===== src/rtl/hamming_dec_sched.sv =====
// Round-robin scheduler sharing one Hamming decode core between NREQ requesters.
// Start/done sequencing with watchdog, tagged responses and saturating statistics.
module hamming_dec_sched #(
    parameter int NREQ    = 2,
    parameter int CW_W    = 38,
    parameter int DATA_W  = 32,
    parameter int TIMEOUT = 64
) (
    input  logic                     clk,
    input  logic                     rstb,
    input  logic [NREQ-1:0]          req_valid,
    output logic [NREQ-1:0]          req_ready,
    input  logic [NREQ*CW_W-1:0]     req_cw,
    output logic                     rsp_valid,
    input  logic                     rsp_ready,
    output logic [$clog2(NREQ)-1:0]  rsp_id,
    output logic [DATA_W-1:0]        rsp_data,
    output logic [1:0]               rsp_err,
    output logic                     core_start,
    output logic [CW_W-1:0]          core_cw,
    input  logic                     core_done,
    input  logic [DATA_W-1:0]        core_data,
    input  logic                     core_no_error,
    input  logic                     clear_stats,
    output logic [15:0]              corr_cnt,
    output logic [7:0]               tmo_cnt,
    output logic                     busy
);

    localparam int IDW = $clog2(NREQ);
    localparam int TW  = $clog2(TIMEOUT);

    typedef enum logic [1:0] {IDLE, LAUNCH, WAIT, RESP} state_e;

    state_e            state_q, state_d;
    logic [IDW-1:0]    ptr_q, ptr_d;
    logic [IDW-1:0]    id_q, id_d;
    logic [CW_W-1:0]   cw_q, cw_d;
    logic [DATA_W-1:0] data_q, data_d;
    logic [1:0]        err_q, err_d;
    logic [TW-1:0]     timer_q, timer_d;
    logic [15:0]       corr_q, corr_d;
    logic [7:0]        tmo_q, tmo_d;

    logic              gnt_found;
    logic [IDW-1:0]    gnt_idx;
    logic [IDW-1:0]    cand;

    // First valid requester at or after ptr, wrapping.
    always_comb begin
        gnt_found = 1'b0;
        gnt_idx   = '0;
        cand      = '0;
        for (int k = 0; k < NREQ; k++) begin
            cand = IDW'((int'(ptr_q) + k) % NREQ);
            if (!gnt_found && req_valid[cand]) begin
                gnt_found = 1'b1;
                gnt_idx   = cand;
            end
        end
    end

    assign req_ready = (state_q == IDLE && gnt_found)
                       ? (NREQ'(1) << gnt_idx) : '0;

    always_comb begin
        state_d = state_q;
        ptr_d   = ptr_q;
        id_d    = id_q;
        cw_d    = cw_q;
        data_d  = data_q;
        err_d   = err_q;
        timer_d = timer_q;
        corr_d  = corr_q;
        tmo_d   = tmo_q;
        unique case (state_q)
            IDLE: begin
                if (gnt_found) begin
                    cw_d    = req_cw[int'(gnt_idx)*CW_W +: CW_W];
                    id_d    = gnt_idx;
                    ptr_d   = (gnt_idx == IDW'(NREQ-1)) ? '0 : gnt_idx + IDW'(1);
                    state_d = LAUNCH;
                end
            end
            LAUNCH: begin
                timer_d = '0;
                state_d = WAIT;
            end
            WAIT: begin
                if (core_done) begin
                    data_d  = core_data;
                    err_d   = core_no_error ? 2'b00 : 2'b01;
                    state_d = RESP;
                end else if (timer_q == TW'(TIMEOUT-1)) begin
                    data_d  = '0;
                    err_d   = 2'b10;
                    state_d = RESP;
                end else begin
                    timer_d = timer_q + TW'(1);
                end
            end
            RESP: begin
                if (rsp_ready) begin
                    if (err_q == 2'b01 && corr_q != '1) corr_d = corr_q + 16'd1;
                    if (err_q == 2'b10 && tmo_q != '1)  tmo_d  = tmo_q + 8'd1;
                    state_d = IDLE;
                end
            end
            default: state_d = IDLE;
        endcase
        if (clear_stats) begin
            corr_d = '0;
            tmo_d  = '0;
        end
    end

    always_ff @(negedge clk) begin
        if (!rstb) begin
            state_q <= IDLE;
            ptr_q   <= '0;
            id_q    <= '0;
            cw_q    <= '0;
            data_q  <= '0;
            err_q   <= '0;
            timer_q <= '0;
            corr_q  <= '0;
            tmo_q   <= '0;
        end else begin
            state_q <= state_d;
            ptr_q   <= ptr_d;
            id_q    <= id_d;
            cw_q    <= cw_d;
            data_q  <= data_d;
            err_q   <= err_d;
            timer_q <= timer_d;
            corr_q  <= corr_d;
            tmo_q   <= tmo_d;
        end
    end

    assign rsp_valid  = (state_q == RESP);
    assign core_start = (state_q == LAUNCH);
    assign busy       = (state_q != IDLE);
    assign core_cw    = cw_q;
    assign rsp_id     = id_q;
    assign rsp_data   = data_q;
    assign rsp_err    = err_q;
    assign corr_cnt   = corr_q;
    assign tmo_cnt    = tmo_q;

endmodule


===== config.mk =====
export PLATFORM = sky130hd
export DESIGN_NAME = hamming_dec_sched
export DESIGN_NICKNAME = d
export VERILOG_FILES = /design/src/rtl/hamming_dec_sched.sv
export SDC_FILE = /design/constraint.sdc
export NUM_CORES = 1
export LEC_CHECK = 0
export CORE_ASPECT_RATIO = 1.5
export CORE_UTILIZATION = 45
export CTS_BUF_LIST = sky130_fd_sc_hd__clkbuf_2
export CTS_CLUSTER_DIAMETER = 200
export DETAILED_ROUTE_END_ITERATION = 10
export DONT_BUFFER_PORTS = 1
export GPL_TIMING_DRIVEN = 0
export HOLD_SLACK_MARGIN = 0.12
export PLACE_DENSITY_LB_ADDON = 0.2
export RECOVER_POWER = 50
export SLEW_MARGIN = 20
export SYNTH_ARGS = -nofsm -noshare
export SYNTH_HDL_FRONTEND = slang
export SYNTH_SLANG_ARGS = --single-unit

===== constraint.sdc =====
create_clock -name clk -period 1.64 [get_ports clk]
set_input_delay 0.164 -clock clk [delete_from_list [all_inputs] [get_ports clk]]
set_output_delay 0.164 -clock clk [all_outputs]
set_load 0.005 [all_outputs]

==> results of run 1 <==
-- path summary, 6_finish.rpt --
path	to	slack [ps]	cells after the start
worst min register to register	rsp_data[31]$_SDFFE_NN0P_	490	1
worst max register to register	corr_cnt[10]$_SDFFE_NP0P_	-350	8
worst max-delay path	req_ready[0]	-890	5
worst min-delay path	rsp_data[31]$_SDFFE_NN0P_	490	1
-- routing by layer --
| layer | track usage | vias up | wire length [µm] | share of wire |
|---|---|---|---|---|
| li1 | - | 1983 | - | - |
| met1 | 0.217 | 1914 | 4620 | 0.37 |
| met2 | 0.414 | 203 | 6650 | 0.53 |
| met3 | 0.125 | 23 | 1160 | 0.092 |
| met4 | 0.112 | 0 | 216 | 0.017 |
| met5 | 0 | - | 0 | 0 |
-- through the flow --
step	power [µW]	setup slack (ps)	utilization	cells	setup TNS, ps
finish	7870	-886	0.632	695	-34720
global route	8620	-1010	0.632	695	-46050
CTS	7760	-946	0.601	682	-39340
detailed placement	5540	-611	0.502	545	-28090
global placement	5480	-587	0.502	545	-26520
floorplan	5100	-461	-	433	-13190
-- registers in the layout (all words and copies together), names as in the netlist --
| signal | cells |
|---|---|
| corr_cnt | 16 |
| state_q | 2 |
| tmo_cnt | 8 |
| rsp_data | 32 |
| rsp_err | 2 |
| rsp_id | 1 |
| timer_q | 6 |
| ptr_q | 1 |
| core_cw | 38 |
-- layout by cell type (no fill, tap or decap), types with 4 or more instances in the layout --
master	Yosys	routed
inv_1	13	115
dfxtp_2	0	72
nor2b_1	42	42
a222oi_1	38	38
a22o_1	33	33
dfxtp_4	0	29
buf_4	0	23
a21oi_1	22	17
nand2_1	18	16
clkbuf_2	0	15
buf_6	0	11
nor2_1	14	11
nand3_1	10	10
nand4_1	8	8
o21ai_0	10	6
ha_4	0	6
clkbuf_8	0	5
clkbuf_1	25	5
inv_4	0	5
o31ai_1	6	5
dfxtp_1	106	5
mux2i_1	4	4
o211ai_1	4	4
or4_1	5	4
-- what timing repair did --
item | in CTS | in global routing
setup endpoints to repair | 154 | 181
buffers inserted | 14 | 11
pin swaps | 6 | 23
resized for setup | 155 | 62
cloned | 2 | 3
-- cell families (layout without fill, tap and decap cells) --
kind of cell,after synthesis,in the layout
xor gates and xnor gates,5,5
and+or+nand+nor,133,133
buffers and inverters,43,193
muxes,4,4
AOI/OAI and AO/OA,134,134
DFF,106,106
adders and majority gates,8,8
-- where the power goes --
group	switching (µW)	leakage (µW)	internal [µW]
clock	1610	0.000635	587
sequential	296	0.000916	2960
combinational	1220	0.000979	1190
-- final cells by class --
type | instances | area (µm²)
Fill cell | 786 | 3420
Clock buffer | 9 | 45.0
Multi-Input combinational cell | 284 | 2340
Tap cell | 112 | 140
Clock inverter | 113 | 459
Buffer | 30 | 287
Timing Repair Buffer | 29 | 244
Inverter | 12 | 50.0
Sequential cell | 106 | 2320
==> metrics.md, run 1 <==
| Metric | Value |
|---|---|
| Vias post-DR | `4123` |
| Max FO, Critical Path | `5` |
| Crit-path cells | `inv_4 -> ha_4 -> nand2_8 -> a21oi_4 -> buf_8` |
| Multiplexer area fraction after synthesis | `0.00924` |
| RSZ-0062 raised after global routing | `true` |
| # diodes | `0` |
| Status | `finished with violations` |
| Power density over cell area | `1340 nW/µm²` |
| Post-route ant nets | `0` |
| Core area | `9310 µm²` |
| Worst Max-Slew Pin Slew | `510 ps` |
| Std-Cell Rows | `43` |
| Final worst slack | `-886 ps` |
| H-tree Lvls | `3` |
| WL/cell | `18.2 µm` |
| Setup Crit Path Kind | `reg -> out` |
| Hold Slack | `485 ps` |
| Final setup violation count | `113` |
| Synth area leader | `dfxtp_1` |
| Fin nets | `702` |
| Lkg Pwr | `0.00253 µW` |
| CP Launch Type | `flip-flop` |
| I/O Buffers | `0` |
| Tot GR Track Use | `0.236` |
| Critical path arrival | `2360 ps` |
| Top_reg_cell synth | `dfxtp_1` |
| Max Slew Vio Count | `0` |
| Final WL | `12700 µm` |
| Starting Density | `0.466` |
| R2r startpoint | `state_q[0]$_SDFFE_NN0P_` |
| Largest family of logic cells by synthesized area | `compound AO/OA/AOI/OAI gates` |
| Initial antenna violation count | `0` |
| Clock Latency Late Sink | `620 ps` |
| CP endpoint kind | `output pin` |
| Synth Instances | `433` |
| Die area | `10000 µm²` |
| Num Clock Sinks | `106` |
| Clk root buf | `clkbuf_2` |
| Placed Area | `4670 µm²` |
| Area contributors post-synth | `dfxtp_1, a222oi_1, a22o_1, nor2b_1, a21oi_1` |
| DP HPWL | `8180 µm` |
| Post-synth top area share | `0.489` |
| Critical Path RT | `1480 ps` |
| Clock buffer count from CTS | `9` |
| Synth Area in Compound Gates | `0.248` |
| Clock Path Buffers | `2` |
| Die Width | `82.1 µm` |
| First-pass GRT wire length | `18200 µm` |
| DR DRC count | `0` |
| Syn_area_per_cell | `10.0 µm²` |
| Layout area overhead | `35.8%` |
| Post-synthesis xor/xnor area fraction | `0.0101` |
| Syn Nets | `557` |
| Hold buffers post-CTS | `0` |
| Critical path buffers and inverters | `2` |
| Max_cap viols | `0` |
| Rel. slew slack | `0.659` |
| Max stage delay on crit path | `360 ps` |
| Hold Crit Start | `rsp_data[31]$_SDFFE_NN0P_` |
| Yosys Warn Count | `0` |
| Hold Crit Class | `reg -> reg` |
| EDFF count, synth | `0` |
| Ys async rst share | `0` |
| Slowest cell on crit path | `dfxtp_4` |
| Vias in the first global route | `4107` |
| Library cells used by synthesis | `51` |
| Final hold vios | `0` |
| Fin area | `5890 µm²` |
| Synthesized area | `4340 µm²` |
| Die H | `122 µm` |
| Simple-gate share of the synthesized area | `0.182` |
| Failing checks | `setup timing` |
| CTS tree | `yes` |
| I/O pin count | `218` |
| Final RePlAce weighted congestion | `0.868` |
| Largest net degree at the start of global routing | `19` |
| GRT overflow | `0` |
| Top post-synthesis cells by count | `dfxtp_1, nor2b_1, a222oi_1` |
| Share of layout cells above drive strength 1 | `0.367` |
| Vias/cell | `5.93` |
| Delay-heaviest family, CP | `flip-flops` |
| Sequential share of the synthesized area | `0.489` |
| Synth Area in Adders | `0.0231` |
| Reg clk slew, reported paths | `70 ps` |
| DR iter-0 viols | `241` |
| VDD IR max | `0.000847 V` |
| Worst setup startpoint | `state_q[0]$_SDFFE_NN0P_` |
| FF+latch count, synth | `106` |
| Drt pass-1 iters | `8` |
| Most common cell in the synthesized netlist | `dfxtp_1` |
| Worst Skew | `39.7 ps` |
Note: power is estimated with default switching activity, not from simulation.
==> run 2, diff against run 1 <==
Settings changed: ABC_AREA set to 1, SKIP_CTS_REPAIR_TIMING set to 1.
==> run 2 against run 1 <==
The flow still finishes with violations (setup timing). Flip-flop and latch count unchanged. Non-clock buffer count decreased by 14. Routed wire length is 6.0% higher. Synthesized cell count rose by 59%. Via count increased by 22%. Clock power increased by 5%. Global-route usage is 0.41 points lower.
==> metrics.md, run 2 <==
| Metric | Value |
|---|---|
| Area contributors post-synth | `dfxtp_1, nand2_1, nand3_1, a21oi_1, a31oi_1 (was dfxtp_1, a222oi_1, a22o_1, nor2b_1, a21oi_1)` |
| R2r setup slk | `20 ps (was -350 ps)` |
| First-pass GRT wire length | `20600 µm (was 18200 µm)` |
| Die area | `11100 µm² (was 10000 µm²)` |
| Std-Cell Rows | `45 (was 43)` |
| Worst setup startpoint | `state_q[1]$_SDFFE_NN0P_ (was state_q[0]$_SDFFE_NN0P_)` |
| Hold Crit Class | `in -> reg (was reg -> reg)` |
| Share of layout cells above drive strength 1 | `0.237 (was 0.367)` |
| Status | `finished with violations (unchanged)` |
| Reg clk slew, reported paths | `80 ps (was 70 ps)` |
| GRT overflow | `0 (unchanged)` |
| Library cells used by synthesis | `29 (was 51)` |
| Core area | `10200 µm² (was 9310 µm²)` |
| Final hold vios | `0 (unchanged)` |
| Clock buffer count from CTS | `9 (unchanged)` |
| CP Launch Type | `flip-flop (unchanged)` |
| Syn Nets | `812 (was 557)` |
| Syn_area_per_cell | `6.99 µm² (was 10.0 µm²)` |
| Tot GR Track Use | `0.232 (was 0.236)` |
| Final RePlAce weighted congestion | `0.839 (was 0.868)` |
| FF-to-FF End | `tmo_cnt[2]$_SDFFE_NP0P_ (was corr_cnt[10]$_SDFFE_NP0P_)` |
| Die Width | `86.4 µm (was 82.1 µm)` |
| Fin area | `5900 µm² (was 5890 µm²)` |
| Layout area overhead | `22.8% (was 35.8%)` |
| R2R depth | `7 (was 8)` |
| Starting Density | `0.469 (was 0.466)` |
| Largest net degree at the start of global routing | `20 (was 19)` |
| DR iter-0 viols | `211 (was 241)` |
| Lkg Pwr | `0.00267 µW (was 0.00253 µW)` |
| Critical Path RT | `1480 ps (about the same)` |
| Die H | `129 µm (was 122 µm)` |
| Clock Path Buffers | `2 (unchanged)` |
| DR DRC count | `0 (unchanged)` |
| Yosys Warn Count | `0 (unchanged)` |
| Post-synth top area share | `0.441 (was 0.489)` |
| Commonest non-fill, non-tap cell in the layout | `nand2_1 (was inv_1)` |
| FF+latch count, synth | `106 (unchanged)` |
| Max_cap viols | `0 (unchanged)` |
| Final std cells w/o fill | `960 (was 695)` |
| Final worst slack | `-908 ps (was -886 ps)` |
| Top post-synthesis cells by count | `nand2_1, dfxtp_1, nand3_1 (was dfxtp_1, nor2b_1, a222oi_1)` |
| R2r startpoint | `state_q[0]$_SDFFE_NN0P_ (unchanged)` |
| Vias in the first global route | `4863 (was 4107)` |
| Max stage delay on crit path | `360 ps (about the same)` |
| WL/cell | `14.0 µm (was 18.2 µm)` |
| Slowest cell on crit path | `dfxtp_4 (unchanged)` |
| Num Clock Sinks | `106 (unchanged)` |
| Placed Area | `5090 µm² (was 4670 µm²)` |
| Final setup violation count | `102 (was 113)` |
| # diodes | `0 (unchanged)` |
| Initial antenna violation count | `0 (unchanged)` |
| Worst Max-Slew Pin Slew | `549 ps (was 510 ps)` |
| Drt pass-1 iters | `4 (was 8)` |
| Max FO, Critical Path | `5 (unchanged)` |
| Commonest cells after routing, fill and taps aside | `nand2_1, inv_1, dfxtp_2 (was inv_1, dfxtp_2, nor2b_1)` |
| Clk root buf | `clkbuf_2 (unchanged)` |
| DP HPWL | `9650 µm (was 8180 µm)` |
| I/O pin count | `218 (unchanged)` |
| Placed Instances | `829 (was 545)` |
| Synthesized area | `4810 µm² (was 4340 µm²)` |
| Worst setup endpoint | `req_ready[1] (was req_ready[0])` |
| Post-route ant nets | `0 (unchanged)` |
| Synth area leader | `dfxtp_1 (unchanged)` |
| Vias/cell | `5.23 (was 5.93)` |
| Top_reg_cell synth | `dfxtp_1 (unchanged)` |
| Fin nets | `938 (was 702)` |
| Largest register FFs | `38 (unchanged)` |
| Power density over cell area | `1270 nW/µm² (was 1340 nW/µm²)` |
| Ys async rst share | `0 (unchanged)` |
| Sequential share of the synthesized area | `0.441 (was 0.489)` |
| Failing checks | `setup timing (unchanged)` |
| CTS tree | `yes (unchanged)` |
| CP endpoint kind | `output pin (unchanged)` |
| EDFF count, synth | `0 (unchanged)` |
| Rel. slew slack | `0.634 (was 0.659)` |
| Most common cell in the synthesized netlist | `nand2_1 (was dfxtp_1)` |
| Synth Instances | `688 (was 433)` |
| VDD IR max | `0.000774 V (was 0.000847 V)` |
| Worst Skew | `52.1 ps (was 39.7 ps)` |
| Crit-path cells | `inv_4 -> ha_4 -> inv_2 -> nor2_4 -> buf_6 (was inv_4 -> ha_4 -> nand2_8 -> a21oi_4 -> buf_8)` |
| Max Slew Vio Count | `0 (unchanged)` |
| Clock Latency Late Sink | `660 ps (was 620 ps)` |
| H-tree Lvls | `3 (unchanged)` |
| I/O Buffers | `0 (unchanged)` |
| Vias post-DR | `5023 (was 4123)` |
| RSZ-0062 raised after global routing | `true (unchanged)` |
| Final WL | `13400 µm (was 12700 µm)` |
| Setup Crit Path Kind | `reg -> out (unchanged)` |
| Critical path arrival | `2380 ps (was 2360 ps)` |
run 2: cell types whose count changed after synthesis, moves of 6 or more:
cell and change:
a21oi_1 +32, a222oi_1 -38, a22o_1 -33, a31oi_1 +32, buf_2 +13, clkbuf_1 -9
inv_1 +34, inv_2 +8, nand2_1 +214, nand3_1 +56, nor2_1 +33, nor2b_1 -42
o31ai_1 -6
run 2: how the worst min path moves through the flow:
stage          slack [ps]  depth (start not counted)                        to                     from
3_5_place_dp          490                          2   state_q[1]$_SDFFE_NN0P_  state_q[1]$_SDFFE_NN0P_
5_1_grt               390                          2  rsp_data[4]$_SDFFE_NN0P_             core_data[4]
2_1_floorplan         460                          2   timer_q[1]$_SDFFE_NN0P_  timer_q[1]$_SDFFE_NN0P_
3_3_place_gp          480                          2   timer_q[1]$_SDFFE_NN0P_  timer_q[1]$_SDFFE_NN0P_
6_report              460                          2  rsp_data[7]$_SDFFE_NN0P_             core_data[7]
4_1_cts               400                          2  rsp_data[7]$_SDFFE_NN0P_             core_data[7]
run 2: metrics by stage:
| stage | power [µW] | TNS [ps] | hold slack (ps) | worst slack (ps) | utilization |
|---|---|---|---|---|---|
| CTS | 7410 | -45660 | 398 | -1010 | 0.547 |
| finish | 7480 | -35700 | 456 | -908 | 0.576 |
| detailed placement | 5380 | -22840 | 485 | -355 | 0.497 |
| floorplan | 4940 | -4660 | 458 | -194 | - |
| global placement | 5320 | -19650 | 479 | -296 | 0.497 |
| global route | 8180 | -46670 | 386 | -1070 | 0.576 |
run 2: metal layers:
metal	GRT usage	up-vias	part of all wire
li1	-	2490	-
met1	0.212	2302	0.36
met2	0.425	211	0.54
met3	0.0924	20	0.074
met4	0.139	0	0.020
met5	0	-	0
run 2: worst max-delay path: cells and delay by family, from the launching register on:
family                   cells  cell delay [ps]
adder cells (fa/ha/maj)      1              150
buffers and inverters        3              270
flip-flops                   1              360
AND/OR/NAND/NOR              1              170
run 2: cell families (layout without fill, tap and decap cells):
group                    after synthesis  in the layout  synth area share
buffers and inverters                 92            223            0.0791
AO/OA/AOI/OAI                         96             96             0.110
flip-flops                           106            106             0.441
adder cells (fa/ha/maj)                8              8            0.0208
AND/OR/NAND/NOR                      379            379             0.336
XOR/XNOR                               7              7            0.0128
run 2: cell type report:
type | count | area (µm²)
fill | 1012 | 4340
clock inverter | 113 | 474
sequential | 106 | 2300
inverter | 56 | 218
multi-input combinational | 490 | 2420
buffer | 34 | 190
tap | 141 | 176
timing repair buffer | 11 | 77.6
clock buffer | 9 | 45.0
run 2: where the power goes:
group	leakage (µW)	switching, µW	internal [µW]
combinational	0.00111	1130	719
clock	0.000642	1700	622
sequential	0.000915	326	2980
